`config.mk`:
```
export PLATFORM = sky130hd
export DESIGN_NAME = instruction_fetch_flat
export DESIGN_NICKNAME = d
export VERILOG_FILES = /design/src/rtl/instruction_fetch_if.sv /design/src/rtl/instruction_fetch.sv /design/src/flat_wrapper.sv
export SDC_FILE = /design/constraint.sdc
export NUM_CORES = 1
export LEC_CHECK = 0
export ABC_AREA = 1
export BUFFER_PORTS_ARGS = -buffer_cell sky130_fd_sc_hd__buf_2
export CORE_MARGIN = 8
export CORE_UTILIZATION = 43
export CTS_CLUSTER_DIAMETER = 80
export CTS_CLUSTER_SIZE = 10
export DETAILED_ROUTE_END_ITERATION = 8
export MAX_ROUTING_LAYER = met4
export PLACE_DENSITY_LB_ADDON = 0.12
export SETUP_SLACK_MARGIN = 0.5
export SYNTH_ARGS = -nofsm -noshare
export SYNTH_HDL_FRONTEND = slang
export SYNTH_SLANG_ARGS = --single-unit
```
`constraint.sdc`:
```
create_clock -name I_clk -period 1.51 [get_ports I_clk]
set_input_delay 0.453 -clock I_clk [delete_from_list [all_inputs] [get_ports I_clk]]
set_output_delay 0.453 -clock I_clk [all_outputs]
set_load 0.01 [all_outputs]
```
`src/rtl/instruction_fetch_if.sv`:
```
// Instruction-memory read port plus the fetch-to-decode handshake and redirect/fault sideband.
// The fetch unit uses the master view; memory/decode/branch logic sees the slave view.
interface instruction_fetch_if;
    logic [31:0] O_imem_address;
    logic [31:0] I_imem_data;
    logic        I_redirect;
    logic [31:0] I_redirect_pc;
    logic        O_valid;
    logic [31:0] O_instr;
    logic [31:0] O_pc;
    logic        I_ready;
    logic        O_fault;
    logic [31:0] O_fetch_pc;

    modport master (
        output O_imem_address,
        input  I_imem_data,
        input  I_redirect,
        input  I_redirect_pc,
        output O_valid,
        output O_instr,
        output O_pc,
        input  I_ready,
        output O_fault,
        output O_fetch_pc
    );

    modport slave (
        input  O_imem_address,
        output I_imem_data,
        output I_redirect,
        output I_redirect_pc,
        input  O_valid,
        input  O_instr,
        input  O_pc,
        output I_ready,
        input  O_fault,
        input  O_fetch_pc
    );
endinterface

```
`src/rtl/instruction_fetch.sv`:
```
// Fetch unit: owns the PC, reads a combinational instruction memory into a one-entry
// buffer handed to decode over valid/ready, with redirect flush and illegal-PC halt.
module instruction_fetch #(
    parameter logic [31:0] RESET_PC  = 32'h0000_0000,
    parameter int          MEM_BYTES = 1024
) (
    input  logic                  I_clk,
    input  logic                  I_rstn,
    instruction_fetch_if.master   bus
);

    typedef enum logic {RUN, FAULT} state_t;

    // Highest legal word address, widened so the compare cannot wrap.
    localparam logic [32:0] LAST_WORD = 33'(MEM_BYTES - 4);

    state_t      state_q, state_d;
    logic [31:0] pc_q, pc_d;
    logic        valid_q, valid_d;
    logic [31:0] instr_q, instr_d;
    logic [31:0] opc_q, opc_d;
    logic        load;

    function automatic logic pc_legal(input logic [31:0] pc);
        return (pc[1:0] == 2'b00) && ({1'b0, pc} <= LAST_WORD);
    endfunction

    always_ff @(posedge I_clk or negedge I_rstn) begin
        if (!I_rstn) begin
            state_q <= RUN;
            pc_q    <= RESET_PC;
            valid_q <= 1'b0;
            instr_q <= 32'h0;
            opc_q   <= 32'h0;
        end else begin
            state_q <= state_d;
            pc_q    <= pc_d;
            valid_q <= valid_d;
            instr_q <= instr_d;
            opc_q   <= opc_d;
        end
    end

    always_comb begin
        state_d = state_q;
        pc_d    = pc_q;
        valid_d = valid_q;
        instr_d = instr_q;
        opc_d   = opc_q;
        load    = !valid_q || bus.I_ready;

        // A redirect discards the buffer even when decode is taking it this cycle.
        if (bus.I_redirect) begin
            pc_d    = bus.I_redirect_pc;
            valid_d = 1'b0;
            state_d = RUN;
        end else if (state_q == RUN && load) begin
            if (pc_legal(pc_q)) begin
                instr_d = bus.I_imem_data;
                opc_d   = pc_q;
                valid_d = 1'b1;
                pc_d    = pc_q + 32'd4;
            end else begin
                state_d = FAULT;
                valid_d = 1'b0;
            end
        end
    end

    assign bus.O_imem_address = pc_q;
    assign bus.O_fetch_pc     = pc_q;
    assign bus.O_valid        = valid_q;
    assign bus.O_instr        = instr_q;
    assign bus.O_pc           = opc_q;
    assign bus.O_fault        = (state_q == FAULT);

endmodule
```
`src/flat_wrapper.sv`:
```
// flat-port wrapper written by rule: the top's interface ports become plain ports
module instruction_fetch_flat 
#(
    parameter logic [31:0] RESET_PC  = 32'h0000_0000,
    parameter int          MEM_BYTES = 1024
)
  (I_clk, I_rstn, bus_O_imem_address, bus_I_imem_data, bus_I_redirect, bus_I_redirect_pc, bus_O_valid, bus_O_instr, bus_O_pc, bus_I_ready, bus_O_fault, bus_O_fetch_pc);
  instruction_fetch_if bus_i ();
  input  logic I_clk;
  input  logic I_rstn;
  output wire logic [$bits(bus_i.O_imem_address)-1:0] bus_O_imem_address;
  input wire logic [$bits(bus_i.I_imem_data)-1:0] bus_I_imem_data;
  input wire logic [$bits(bus_i.I_redirect)-1:0] bus_I_redirect;
  input wire logic [$bits(bus_i.I_redirect_pc)-1:0] bus_I_redirect_pc;
  output wire logic [$bits(bus_i.O_valid)-1:0] bus_O_valid;
  output wire logic [$bits(bus_i.O_instr)-1:0] bus_O_instr;
  output wire logic [$bits(bus_i.O_pc)-1:0] bus_O_pc;
  input wire logic [$bits(bus_i.I_ready)-1:0] bus_I_ready;
  output wire logic [$bits(bus_i.O_fault)-1:0] bus_O_fault;
  output wire logic [$bits(bus_i.O_fetch_pc)-1:0] bus_O_fetch_pc;
  assign bus_O_imem_address = bus_i.O_imem_address;
  assign bus_i.I_imem_data = bus_I_imem_data;
  assign bus_i.I_redirect = bus_I_redirect;
  assign bus_i.I_redirect_pc = bus_I_redirect_pc;
  assign bus_O_valid = bus_i.O_valid;
  assign bus_O_instr = bus_i.O_instr;
  assign bus_O_pc = bus_i.O_pc;
  assign bus_i.I_ready = bus_I_ready;
  assign bus_O_fault = bus_i.O_fault;
  assign bus_O_fetch_pc = bus_i.O_fetch_pc;
  instruction_fetch #(.RESET_PC(RESET_PC), .MEM_BYTES(MEM_BYTES)) u_core (.I_clk(I_clk), .I_rstn(I_rstn), .bus(bus_i));
endmodule
```
# Yosys cells after proc, flatten, opt, wreduce, memory -nomap -nowiden
# Cells that the tools add are included.
[op_classes]
add_sub_neg = 1
magnitude_cmp = 1
bitwise_logic = 2
muxes = 9
n_reduce_logical = 10
eq_ne = 1
[ops]
columns = ["operator", "count"]
rows = [
  ["$mux 32", 3],
  ["$add 32x3->32 const B", 1],
  ["$le 32x10->1 const B", 1],
  ["$mux 1", 6],
  ["$reduce_and 2->1", 2],
  ["$reduce_bool 2->1", 2],
  ["$reduce_and 3->1", 1],
  ["$logic_and 1x1->1", 2],
  ["$logic_not 2->1", 1],
  ["$ne 2x2->1 const B", 1],
  ["$not 1->1", 2],
  ["$logic_not 1->1", 1],
  ["$logic_or 1x1->1", 1],
]
[word_totals]
register_bits = 98
output_inout_bits = 130
inputBits = 68
elab_cells = 29

# Longest topological paths before layout
[logic_depth]
ltp_word = 5
mapped_depth = 9
mapped_depth_nobuf = 9

# Worst setup path before layout
# OpenSTA, ideal clock, no wires.
[synth_timing]
path_kind = "input to register"
start = "input bus_I_redirect"
end = "register u_core.pc_q[10], in the netlist u_core.bus.O_fetch_pc[10]"
path_stages = 7
n_path_buf = 3
t_arrival_ns = 1.349
setup_ns = 0.118
required_time_ns = 1.392
slack_ns = 0.042
cell_sequence = "buf_2 -> inv_1 -> buf_2 -> buf_2 -> nand2_1 -> nand3_1 -> nand2_1"
[synth_between]
elab_chain_len = 2
word_cells_on_any_way = 4
cone_classes = "mux: 1; reduce/logical: 3"
[synth_rtl]
columns = ["element", "line", "rtl"]
rows = [
  ["start, declared", "flat_wrapper.sv:13", "input wire logic [$bits(bus_i.I_redirect)-1:0] bus_I_redirect;"],
  ["$reduce_bool 2->1 (no line)", "n/a", ""],
  ["$reduce_and 2->1 (no line)", "n/a", ""],
  ["end signal, assigned", "instruction_fetch.sv:37", "pc_q <= pc_d;"],
  ["end, declared", "instruction_fetch.sv:18", "logic [31:0] pc_q, pc_d;"],
]
# Several ways; a longest one is shown, not always the timed one.
# A chain may end at the register's enable or synchronous reset.

# Final worst setup path
[layout_timing]
start = "register u_core.pc_q[21], in the netlist u_core.bus.O_fetch_pc[21]"
end = "output bus_O_fetch_pc[21]"
[layout_lines]
columns = ["element", "line", "rtl"]
rows = [
  ["end, declared", "flat_wrapper.sv:20", "output wire logic [$bits(bus_i.O_fetch_pc)-1:0] bus_O_fetch_pc;"],
]
# No word-level cell between the ends.

==> reports/metrics.cfg <==
[run_status]
status = finished, violations left
violations = hold timing, setup timing

[route]
highest_layer = met4
drt_pass1_iterations = 4
vias = 4422
ant_nets = 0
drt_iter0_markers = 299
viasPerCell = 4.86
dr_wl_met2_mm = 7.64
drc = 0
dr_wl_met3_mm = 1.06
wire_per_inst_um = 16.2
drt-total-wl_mm = 14.7
met1_length_mm = 5.87

[min_path]
hp-class = in2async

[sta]
setup_viol = 89
worst_clock_skew_ns = 0.00548
period_needed_ns = 1.57
rsz0062_at_grt = yes
min_period_over_period_pct = 104
tightest_slew_ns = 0.509
final.setup.worst_slack_ns = -0.0583
fin_hold_ws_ns = -0.0152
slew_headroom_pct = 66.1
hold_viol = 19
clock.fmax_ghz = 0.638
maxSlewViolCount = 0

[die]
die_h_um = 117
start_util_pct = 43.3
dieArea_mm2 = 0.0137
core_mm2 = 0.0101
rows = 37
die_width_um = 117
io_pins = 198

[setup_path]
cp_max_fo = 3
arrival_ns = 1.12
crit_type = reg2out
required_ns = 1.06
crit_path_end_kind = output port
start_kind = flop

[pwr]
p_seq_share_pct = 49.9
total_power_mw = 5.63
pwr-share-comb_pct = 23.1
p_int_mw = 4.05
power_frac_clock_pct = 26.9
p_sw_share_pct = 28.0
powerDensity_mw_per_mm2 = 775
switchingPower_mw = 1.57
ir_drop_uv = 418
p_leak_nw = 4.03

[placed_design]
place_congestion = 0.786
io_buffers = 197
dp_hpwl_mm = 9.40

[clocking]
worstSkewPairLatency_ns = 0.36
htree_levels = 3
clk_pin_slew_worst_paths_ns = 0.09
holdBufCountCts = 1
cts_buffers = 9
cts-root-buf = clkbuf_8
cts_buffer_depth = 2
cts_tree = built
cts.sinks = 98

[global_route]
grt_pass1_wl_mm = 21.0
grt_max_degree = 38
grt-ovfl-total = 0
grt_pass1_vias = 4135
antenna_found_initial = 0
groute.usage.overall_pct = 20.1

[synthesis]
yosysWarnings = 0
synthCells = 517
ys_ff_latch = 98
netlist-cell-type-count = 22
synth_area_mm2 = 0.00439
synth-seq-area-share_pct = 55.8
avgSynthCellArea_um2 = 8.50
synth_nets = 586

[layout]
area_delta_synth_final_pct = 65.1
final_nets = 839
regArea_mm2 = 0.00246
antenna_cells = 0
multiInputGateArea_mm2 = 0.00176
drive_gt1_share_pct = 52.5
fin_util_pct = 71.6
fillers = 789

[run]
cap_viol_max_count = 0

[sequential cells by signal, indices dropped and copies added (netlist names)]
signal and count:
u_core.bus.O_fetch_pc 32, u_core.bus.O_fault 1, u_core.bus.O_instr 32, u_core.bus.O_valid 1
u_core.bus.O_pc 32
[worst max-delay path: stages (launching register included)]
cell     delay [ns]
dfrtp_1        0.39
buf_4          0.14
buf_6          0.12
buf_6          0.11
[synth_stat cells]
master | count | area, µm²
nand4_2 | 1 | 12.5
inv_1 | 31 | 116
buf_1 | 4 | 15.0
nor2_2 | 4 | 25.0
or2_2 | 1 | 6.26
nand3_2 | 1 | 10.0
o21bai_1 | 2 | 15.0
o21ai_2 | 1 | 8.76
buf_2 | 13 | 65.1
inv_2 | 2 | 7.51
clkbuf_1 | 10 | 37.5
o21ai_0 | 2 | 10.0
nand4_1 | 40 | 250
nor2_1 | 48 | 180
ha_1 | 1 | 12.5
nor2_4 | 1 | 11.3
buf_4 | 34 | 255
a21oi_1 | 1 | 5.00
nand3_1 | 48 | 240
dfrtp_1 | 98 | 2450
xnor2_1 | 1 | 8.76
nand2_1 | 173 | 649
[cell families (layout without fill, tap and decap cells)]
family / count (synthesis) / after routing / synth area share (%)
compound gates: 6 / 6 / 0.883
xor+xnor: 1 / 1 / 0.199
fa+ha+maj: 1 / 1 / 0.285
buf+inv: 94 / 351 / 11.3
flops: 98 / 98 / 55.8
simple gates: 317 / 317 / 31.5
[area by class of cell]
class / count / share of cell area, %
sequential: 98 / 34.0
timing repair buffer: 303 / 35.3
tap: 136 / 2.35
clock inverter: 5 / 0.431
inverter: 33 / 1.81
multi-input combinational: 325 / 24.2
clock buffer: 10 / 1.90
[cell usage in the layout (no fill, tap or decap), types with 2 or more instances in the layout]
cell       instances
nand3_1           22
nor2_1            28
clkbuf_8          10
clkinv_2           3
dfrtp_1           88
inv_2              2
nand3_2           24
nor2_2            16
buf_12             8
buf_4             66
buf_2            117
clkbuf_16          4
nand2_2           17
nand3_4            3
inv_1             29
nand4_1           40
nor2_4             9
buf_6            106
o21bai_1           2
dfrtp_2           10
o21ai_2            2
nand2_1          154
nand2_4            2
[per-layer routing]
layer | vias to the layer above | track usage [%]
li1 | 2129 | -
met4 | 0 | 4.78
met2 | 149 | 32.7
met5 | - | -
met1 | 2129 | 24.6
met3 | 15 | 5.28
[final timing paths]
path                            cells past startpoint  slack [ns]                         to                 startpoint
worst max-delay path                                3       -0.06         bus_O_fetch_pc[21]  u_core.bus.O_fetch_pc[21]
min in group I_clk                                  3        0.29  u_core.bus.O_fetch_pc[21]      bus_I_redirect_pc[21]
worst min register to register                      2        0.47     u_core.bus.O_instr[18]     u_core.bus.O_instr[18]
max in group asynchronous                           2        0.90  u_core.bus.O_fetch_pc[17]                     I_rstn
worst max register to register                      9       -0.06        u_core.bus.O_pc[10]  u_core.bus.O_fetch_pc[29]
worst min-delay path                                1       -0.02  u_core.bus.O_fetch_pc[18]                     I_rstn
[stage by stage]
step	setup TNS [ns]	hold WS, ns	instances	area (µm²)	setup slack (ns)
finish	-2.69	-0.0152	910	7260	-0.0583
global route	-13.85	-0.0221	910	7260	-0.178
CTS	-0.00553	-0.0222	858	6440	-0.00553
detailed placement	-0.129	0.398	834	5630	-0.0161
global placement	-0.437	0.394	834	5630	-0.0309
floorplan	0	0.157	517	4550	0.0614
[power by group through the flow]
stage / sequential (mW) / clock [mW] / combinational (mW)
after floorplan: 2.92 / 0 / 0.450
after detailed placement: 2.85 / 0 / 0.858
final: 2.81 / 1.51 / 1.30
after CTS: 2.81 / 1.57 / 1.18
after global routing: 2.82 / 1.67 / 1.40
after global placement: 2.85 / 0 / 0.854
[timing repair]
| item | 4_1_cts | 5_1_grt |
|---|---|---|
| setup buffers | 8 | 47 |
| endpoints found under the hold margin | 5 | 19 |
| cloned | 0 | 5 |
| endpoints found under the setup margin | 224 | 229 |
| resized for setup | 115 | 79 |
| pin swaps | 2 | 22 |
Note: power is estimated with default switching activity, not from simulation.
